===== config.mk =====
export PLATFORM = sky130hd
export DESIGN_NAME = inst_fetch
export DESIGN_NICKNAME = d
export VERILOG_FILES = /design/src/rtl/inst_fetch_pkg.sv /design/src/rtl/inst_fetch.sv
export SDC_FILE = /design/constraint.sdc
export NUM_CORES = 1
export LEC_CHECK = 0
export ABC_AREA = 1
export BUFFER_PORTS_ARGS = -buffer_cell sky130_fd_sc_hd__buf_2
export CAP_MARGIN = 25
export CORE_ASPECT_RATIO = 0.8
export CORE_MARGIN = 10
export CORE_UTILIZATION = 55
export DETAILED_ROUTE_END_ITERATION = 8
export PLACE_DENSITY = 0.94
export SLEW_MARGIN = 10
export SYNTH_ARGS = -nofsm -noshare
export SYNTH_HDL_FRONTEND = slang
export SYNTH_SLANG_ARGS = --single-unit

===== constraint.sdc =====
create_clock -name clk -period 13.75 [get_ports clk]
set_input_delay 0.6875 -clock clk [delete_from_list [all_inputs] [get_ports clk]]
set_output_delay 0.6875 -clock clk [all_outputs]
set_load 0.01 [all_outputs]

===== src/rtl/inst_fetch_pkg.sv =====
// Shared types and constants for the instruction fetch front end.
package inst_fetch_pkg;

  localparam int unsigned InstW     = 32;
  localparam int unsigned InstAddrW = 32;

  typedef logic [InstW-1:0]     inst_bus_t;
  typedef logic [InstAddrW-1:0] inst_addr_bus_t;

  localparam logic Valid   = 1'b1;
  localparam logic Invalid = 1'b0;

  localparam inst_addr_bus_t ResetPC = 32'hBFC0_0000;

  // Bytes covered by one fetch group (two instructions).
  localparam inst_addr_bus_t GroupBytes = 32'd8;

  typedef enum logic [1:0] {
    FetchIdle    = 2'd0,
    FetchReq     = 2'd1,
    FetchWait    = 2'd2,
    FetchDiscard = 2'd3
  } fetch_state_e;

  // Base address of the 8-byte fetch group containing pc.
  function automatic inst_addr_bus_t group_base(input inst_addr_bus_t pc);
    return {pc[InstAddrW-1:3], 3'b000};
  endfunction

endpackage


===== src/rtl/inst_fetch.sv =====
// Fetch unit: issues 8-byte-aligned ICache requests, one outstanding at a time, and pushes
// the returned instruction pair into the instruction buffer. Redirects drop stale responses.
module inst_fetch
  import inst_fetch_pkg::*;
#(
  parameter inst_addr_bus_t RESET_PC = ResetPC
) (
  input  logic           clk,
  input  logic           rst,

  input  logic           redirect_valid_i,
  input  inst_addr_bus_t redirect_pc_i,
  input  logic           buffer_full_i,

  output logic           inst_req_o,
  output inst_addr_bus_t inst_addr_o,
  input  logic           inst_addr_ok_i,
  input  logic           inst_data_ok_i,
  input  inst_bus_t      inst_rdata1_i,
  input  inst_bus_t      inst_rdata2_i,

  output inst_bus_t      inst1_o,
  output inst_bus_t      inst2_o,
  output inst_addr_bus_t inst1_addr_o,
  output inst_addr_bus_t inst2_addr_o,
  output logic           inst1_valid_o,
  output logic           inst2_valid_o
);

  fetch_state_e   state_q, state_d;
  inst_addr_bus_t pc_q, pc_d;
  inst_addr_bus_t req_pc_q, req_pc_d;

  // Registered push-port outputs.
  inst_bus_t      inst1_q, inst1_d;
  inst_bus_t      inst2_q, inst2_d;
  inst_addr_bus_t inst1_addr_q, inst1_addr_d;
  inst_addr_bus_t inst2_addr_q, inst2_addr_d;
  logic           inst1_valid_q, inst1_valid_d;
  logic           inst2_valid_q, inst2_valid_d;

  // High when the current ICache response belongs to a live request and goes to the buffer.
  logic push;

  // Next-state, PC update and request handshake.
  always_comb begin
    state_d    = state_q;
    pc_d       = pc_q;
    req_pc_d   = req_pc_q;
    push       = 1'b0;
    inst_req_o = 1'b0;

    case (state_q)
      FetchIdle: begin
        if (!buffer_full_i) state_d = FetchReq;
      end
      FetchReq: begin
        inst_req_o = 1'b1;
        // Acceptance wins over backpressure: once accepted the request is outstanding.
        if (inst_addr_ok_i) begin
          req_pc_d = pc_q;
          pc_d     = group_base(pc_q) + GroupBytes;
          state_d  = FetchWait;
        end else if (buffer_full_i) begin
          state_d = FetchIdle;
        end
      end
      FetchWait: begin
        if (inst_data_ok_i) begin
          push    = 1'b1;
          state_d = buffer_full_i ? FetchIdle : FetchReq;
        end
      end
      FetchDiscard: begin
        if (inst_data_ok_i) state_d = buffer_full_i ? FetchIdle : FetchReq;
      end
      default: state_d = FetchIdle;
    endcase

    // Redirect overrides everything; an in-flight request must drain through Discard.
    if (redirect_valid_i) begin
      pc_d = redirect_pc_i;
      push = 1'b0;
      case (state_q)
        FetchIdle:    state_d = FetchReq;
        FetchReq:     state_d = inst_addr_ok_i ? FetchDiscard : FetchReq;
        FetchWait:    state_d = inst_data_ok_i ? FetchReq : FetchDiscard;
        FetchDiscard: state_d = inst_data_ok_i ? FetchReq : FetchDiscard;
        default:      state_d = FetchIdle;
      endcase
    end
  end

  assign inst_addr_o = group_base(pc_q);

  // Slot steering for the returned pair; valids are single-cycle strobes.
  always_comb begin
    inst1_d       = inst1_q;
    inst2_d       = inst2_q;
    inst1_addr_d  = inst1_addr_q;
    inst2_addr_d  = inst2_addr_q;
    inst1_valid_d = Invalid;
    inst2_valid_d = Invalid;

    if (push) begin
      if (!req_pc_q[2]) begin
        inst1_d       = inst_rdata1_i;
        inst1_addr_d  = req_pc_q;
        inst1_valid_d = Valid;
        inst2_d       = inst_rdata2_i;
        inst2_addr_d  = req_pc_q + 32'd4;
        inst2_valid_d = Valid;
      end else begin
        // Entry point is the upper word: the lower word precedes the target and is dropped.
        inst1_d       = '0;
        inst1_addr_d  = '0;
        inst1_valid_d = Invalid;
        inst2_d       = inst_rdata2_i;
        inst2_addr_d  = req_pc_q;
        inst2_valid_d = Valid;
      end
    end
  end

  // Control state and PC registers.
  always_ff @(posedge clk or posedge rst) begin
    if (rst) begin
      state_q  <= FetchIdle;
      pc_q     <= RESET_PC;
      req_pc_q <= '0;
    end else begin
      state_q  <= state_d;
      pc_q     <= pc_d;
      req_pc_q <= req_pc_d;
    end
  end

  // Push-port output registers.
  always_ff @(posedge clk or posedge rst) begin
    if (rst) begin
      inst1_q       <= '0;
      inst2_q       <= '0;
      inst1_addr_q  <= '0;
      inst2_addr_q  <= '0;
      inst1_valid_q <= Invalid;
      inst2_valid_q <= Invalid;
    end else begin
      inst1_q       <= inst1_d;
      inst2_q       <= inst2_d;
      inst1_addr_q  <= inst1_addr_d;
      inst2_addr_q  <= inst2_addr_d;
      inst1_valid_q <= inst1_valid_d;
      inst2_valid_q <= inst2_valid_d;
    end
  end

  assign inst1_o       = inst1_q;
  assign inst2_o       = inst2_q;
  assign inst1_addr_o  = inst1_addr_q;
  assign inst2_addr_o  = inst2_addr_q;
  assign inst1_valid_o = inst1_valid_q;
  assign inst2_valid_o = inst2_valid_q;

endmodule

=== Yosys cells after proc, flatten, opt, wreduce, memory -nomap -nowiden ===
Index checks and enable logic that the tools add are counted.
Widths: inputs -> output; s select.

* Flip-flop bits (word level): 196
* Bits of input ports: 102
* Word-level logic and storage cells: 47

* $add $sub $neg: 2
* Eq/ne operators: 6
* Multiplexer cells: 23
* Reductions and logical operators: 7

{| class="wikitable"
|+ Operators by type and width
! cell !! number
|-
| $mux 32 || 6
|-
| $add 32x3->32 const B || 1
|-
| $add 32x4->32 const B || 1
|-
| $mux 2 || 7
|-
| $pmux 2 s3 || 2
|-
| $mux 1 || 8
|-
| $eq 2x2->1 const B || 2
|-
| $ne 4x4->1 const B || 1
|-
| $reduce_and 2->1 || 2
|-
| $reduce_bool 2->1 || 2
|-
| $ne 3x1->1 const B || 1
|-
| $ne 3x3->1 const B || 1
|-
| $reduce_and 3->1 || 1
|-
| $eq 2x1->1 const B || 1
|-
| $logic_not 2->1 || 1
|-
| $reduce_or 2->1 || 1
|}

=== Logic depth before layout (Yosys ltp) ===
* Word-level depth: 4
* Gate-level depth with buffers: 10

=== Least setup slack after synthesis ===
No wires, ideal clock.

* Path kind: in2reg
* Start point: input port redirect_valid_i
* End point: register inst1_q[10], in the netlist inst1_o[10]
* Library setup time: 65 ps
* Data arrival time: 1492 ps
* Data required time: 13685 ps
* Slack: 12193 ps
* Stages on the path: 7
* Path buffers: 1
* Cells stage by stage: inv_2 nand4_4 or2_1 inv_2 buf_4 nand2_1 nand2_1

* Longest elaborated chain between the ends: 1

{| class="wikitable"
|+ RTL lines
! item !! line !! RTL
|-
| from (decl) || inst_fetch.sv:11 || <nowiki>input logic redirect_valid_i,</nowiki>
|-
| $mux 1 || inst_fetch.sv:81 || <nowiki>if (redirect_valid_i) begin</nowiki>
|-
| to (signal assigned) || inst_fetch.sv:148 || <nowiki>inst1_q <= inst1_d;</nowiki>
|-
| to (decl) || inst_fetch.sv:35 || <nowiki>inst_bus_t inst1_q, inst1_d;</nowiki>
|}

Every way passes these cells.
A chain may end at the register's enable or synchronous reset.

=== Final worst setup path ===
* Start point: input port redirect_valid_i
* End point: register inst1_q[21], in the netlist inst1_o[21]

Same word-level chain as after synthesis.

==> results_dict.tcl <==
set metrics [dict create \
    drive_above_1_share 0.2494 \
    setup_viol 0 \
    critical_path_peak_fanout 81 \
    synth_edf_count 0 \
    switching_share 0.3749 \
    rows 40 \
    first_pass_iters 7 \
    status "finished clean" \
    initial_core_util 0.5623 \
    clockRootBuffer "clkbuf_16" \
    fin_setup_tns_ps 0 \
    grt_overflow 0 \
    gp_congestion 0.9214 \
    ioPinCount 265 \
    routed_wl_microns 25700 \
    clock_skew_ps 8.651 \
    period_minus_slack_ps 3777 \
    yosys-top-cells-area "dfrtp_1, nand2_1, o21ai_0, nor2_1, buf_4" \
    cts_sinks 195 \
    drcViolationCount 0 \
    leakage_nw 5.724 \
    dpl.hpwl_microns 18770 \
    synth.most_common_cell "nand2_1" \
    synth_commonest_cells "nand2_1, dfrtp_1, nor2_1" \
    grt_max_degree 126 \
    finalCritPeriodShare 0.2747 \
    p_sw_mw 0.7954 \
    synth_top_area_frac 0.5495 \
    power_frac_clock 0.245 \
    drv_slew 0 \
    rsz0062_at_grt "false" \
    antenna_found_initial 4 \
    critPathArrivalTime_ps 4100 \
    core_sq_mm 0.01506 \
    syn_area_sq_mm 0.008471 \
    synth_seq_cells 195 \
    drt_iter0_markers 793 \
    synthFlopType "dfrtp_1" \
    cts_setup_buffers 0 \
    numCtsBuffers 17 \
    ant_nets 0 \
    max_freq_mhz 264.8 \
    die_w_microns 158.8 \
    dpl.cell_count 1429 \
    final_cells 1465 \
    syn2layout_area_growth_pct 21.27 \
    power_mw 2.121 \
    grt_pass1_wl_microns 40280 \
    nets 1341 \
    hold_class "in2reg" \
    critPathLaunchType "primary input" \
    die_y_microns 131 \
    synth_cells 1026 \
    holdBufCountCts 0 \
    max-vdd-ir-drop_uv 94.52 \
    p_int_mw 1.326 \
    drv_cap 0 \
    end_kind "flip-flop" \
    cts_max_path_buffers 2 \
    die-area_sq_mm 0.02080 \
    hp-start "inst_rdata2_i[24]" \
    async_reset_ff_frac 1.000 \
    h-tree-depth 4 \
    synth_cell_types 29 \
    viasPerCell 5.165 \
    seqPwrFrac 0.447 \
    yosysSeqAreaShare 0.5774 \
    path_class "in2reg" \
    synth_area_leader_cell "dfrtp_1" \
    p_per_area_mw_per_mm2 206.5 \
    maxSlewHeadroom 0.3405 \
    hold_viol 0 \
    reg2reg_from "state_q[1]" \
    yosys_warnings 0 \
    route.vias.total 7567 \
    clock_latency_ps 430 \
    grt_pass1_vias 7533 \
    syn_area_per_cell_sq_um 8.256 \
    worst_pin_slew_ps 987.8 \
    p_comb_frac 0.308 \
    worst_ep_required_time_ps 14070 \
    startpoint "redirect_valid_i" \
    grt.total_usage 0.2450 \
    wl_per_cell_microns 17.54 \
    cts_tree "built" \
    ctsResizeCount 0 \
    clkSlewWorstSetupHoldPaths_ps 80 \
    portBuffers 260 \
]
## per-stage QoR
| step | setup slack, ps | hold slack [ps] | util | instance area (sq um) |
|---|---|---|---|---|
| 6_report | 9973 | 441.2 | 0.6819 | 10270 |
| 5_1_grt | 9710 | 425.4 | 0.6819 | 10270 |
| 4_1_cts | 10040 | 430.4 | 0.6812 | 10260 |
| 3_5_place_dp | 9601 | 447.0 | 0.6403 | 9646 |
| 3_3_place_gp | 9771 | 441.3 | 0.6390 | 9625 |
| 2_1_floorplan | 7765 | 453.0 | - | 8482 |
## worst paths after layout
kind	slack, ps	cells after the start	end
setup reg to reg	10400	6	inst1_o[21]
hold reg to reg	460	1	inst2_addr_o[2]
hold / removal	440	3	inst2_o[24]
max in group asynchronous	11910	3	req_pc_q[7]
setup / recovery	9970	8	inst1_o[21]
min in group asynchronous	460	2	inst1_o[23]
## cells by family after synthesis
family | after synthesis | share of synthesized area
AOI/OAI and AO/OA | 114 | 0.06972
other | 1 | 0.0004427
adders and majority gates | 1 | 0.001477
xor gates and xnor gates | 7 | 0.007238
buffers and inverters | 146 | 0.08464
DFF | 195 | 0.5774
and+or+nand+nor | 562 | 0.2591
## routing by layer
metal / up-vias / share of wire / GRT usage
met2: 378 / 0.47 / 0.3860
met4: 0 / 0.013 / 0.07409
met3: 27 / 0.089 / 0.07596
met1: 3586 / 0.43 / 0.3212
li1: 3576 / - / -
met5: - / 0 / 0
## critical path: stages
cell and delay [ps]:
buf_2 460, inv_2 200, nand4_4 480, buf_4 730, or2_1 760, inv_2 480
nand2_1 190, nand2_1 60
## area by class of cell
cell class / instances / area, sq um
Antenna cell: 4 / 10.01
Sequential cell: 195 / 4891
Clock inverter: 14 / 187.7
Multi-Input combinational cell: 688 / 2874
Timing Repair Buffer: 263 / 1336
Tap cell: 210 / 262.8
Fill cell: 1153 / 4792
Inverter: 73 / 281.5
Clock buffer: 18 / 429.2
## state kept, by name, summed over array words and instances, names as in the netlist
signal         count
inst1_addr_o      31
inst2_addr_o      32
req_pc_q          32
pc_q              32
inst2_valid_o      1
inst1_o           32
inst1_valid_o      1
state_q            2
inst2_o           32
## placed cells by master (no fill, tap or decap)
master,count
nand4_4,1
xnor2_1,1
nand2_1,431
a31oi_1,1
a21oi_1,7
buf_4,2
o21ai_1,20
conb_1,4
clkinvlp_4,2
inv_1,68
inv_2,4
dfrtp_1,186
o211ai_1,4
dfstp_2,9
nor2_4,1
o21ai_0,79
inv_8,5
nand3_1,30
nand4_1,3
nand2_2,1
bufinv_16,2
buf_2,260
and2_1,2
o221ai_1,1
clkbuf_16,17
inv_6,4
or2_1,2
xor2_1,6
clkbuf_1,1
buf_12,1
clkinv_8,2
o21bai_1,2
ha_1,1
diode_2,4
nor2_1,90
nor2_2,1
## power groups by stage
stage	clock network (mW)	logic [mW]	registers, mW
floorplan	0	0.293	1.00
global placement	0	0.631	0.943
detailed placement	0	0.655	0.952
CTS	0.523	0.662	0.944
global route	0.551	0.732	0.975
finish	0.519	0.653	0.948
Note: power is estimated with default switching activity, not from simulation.
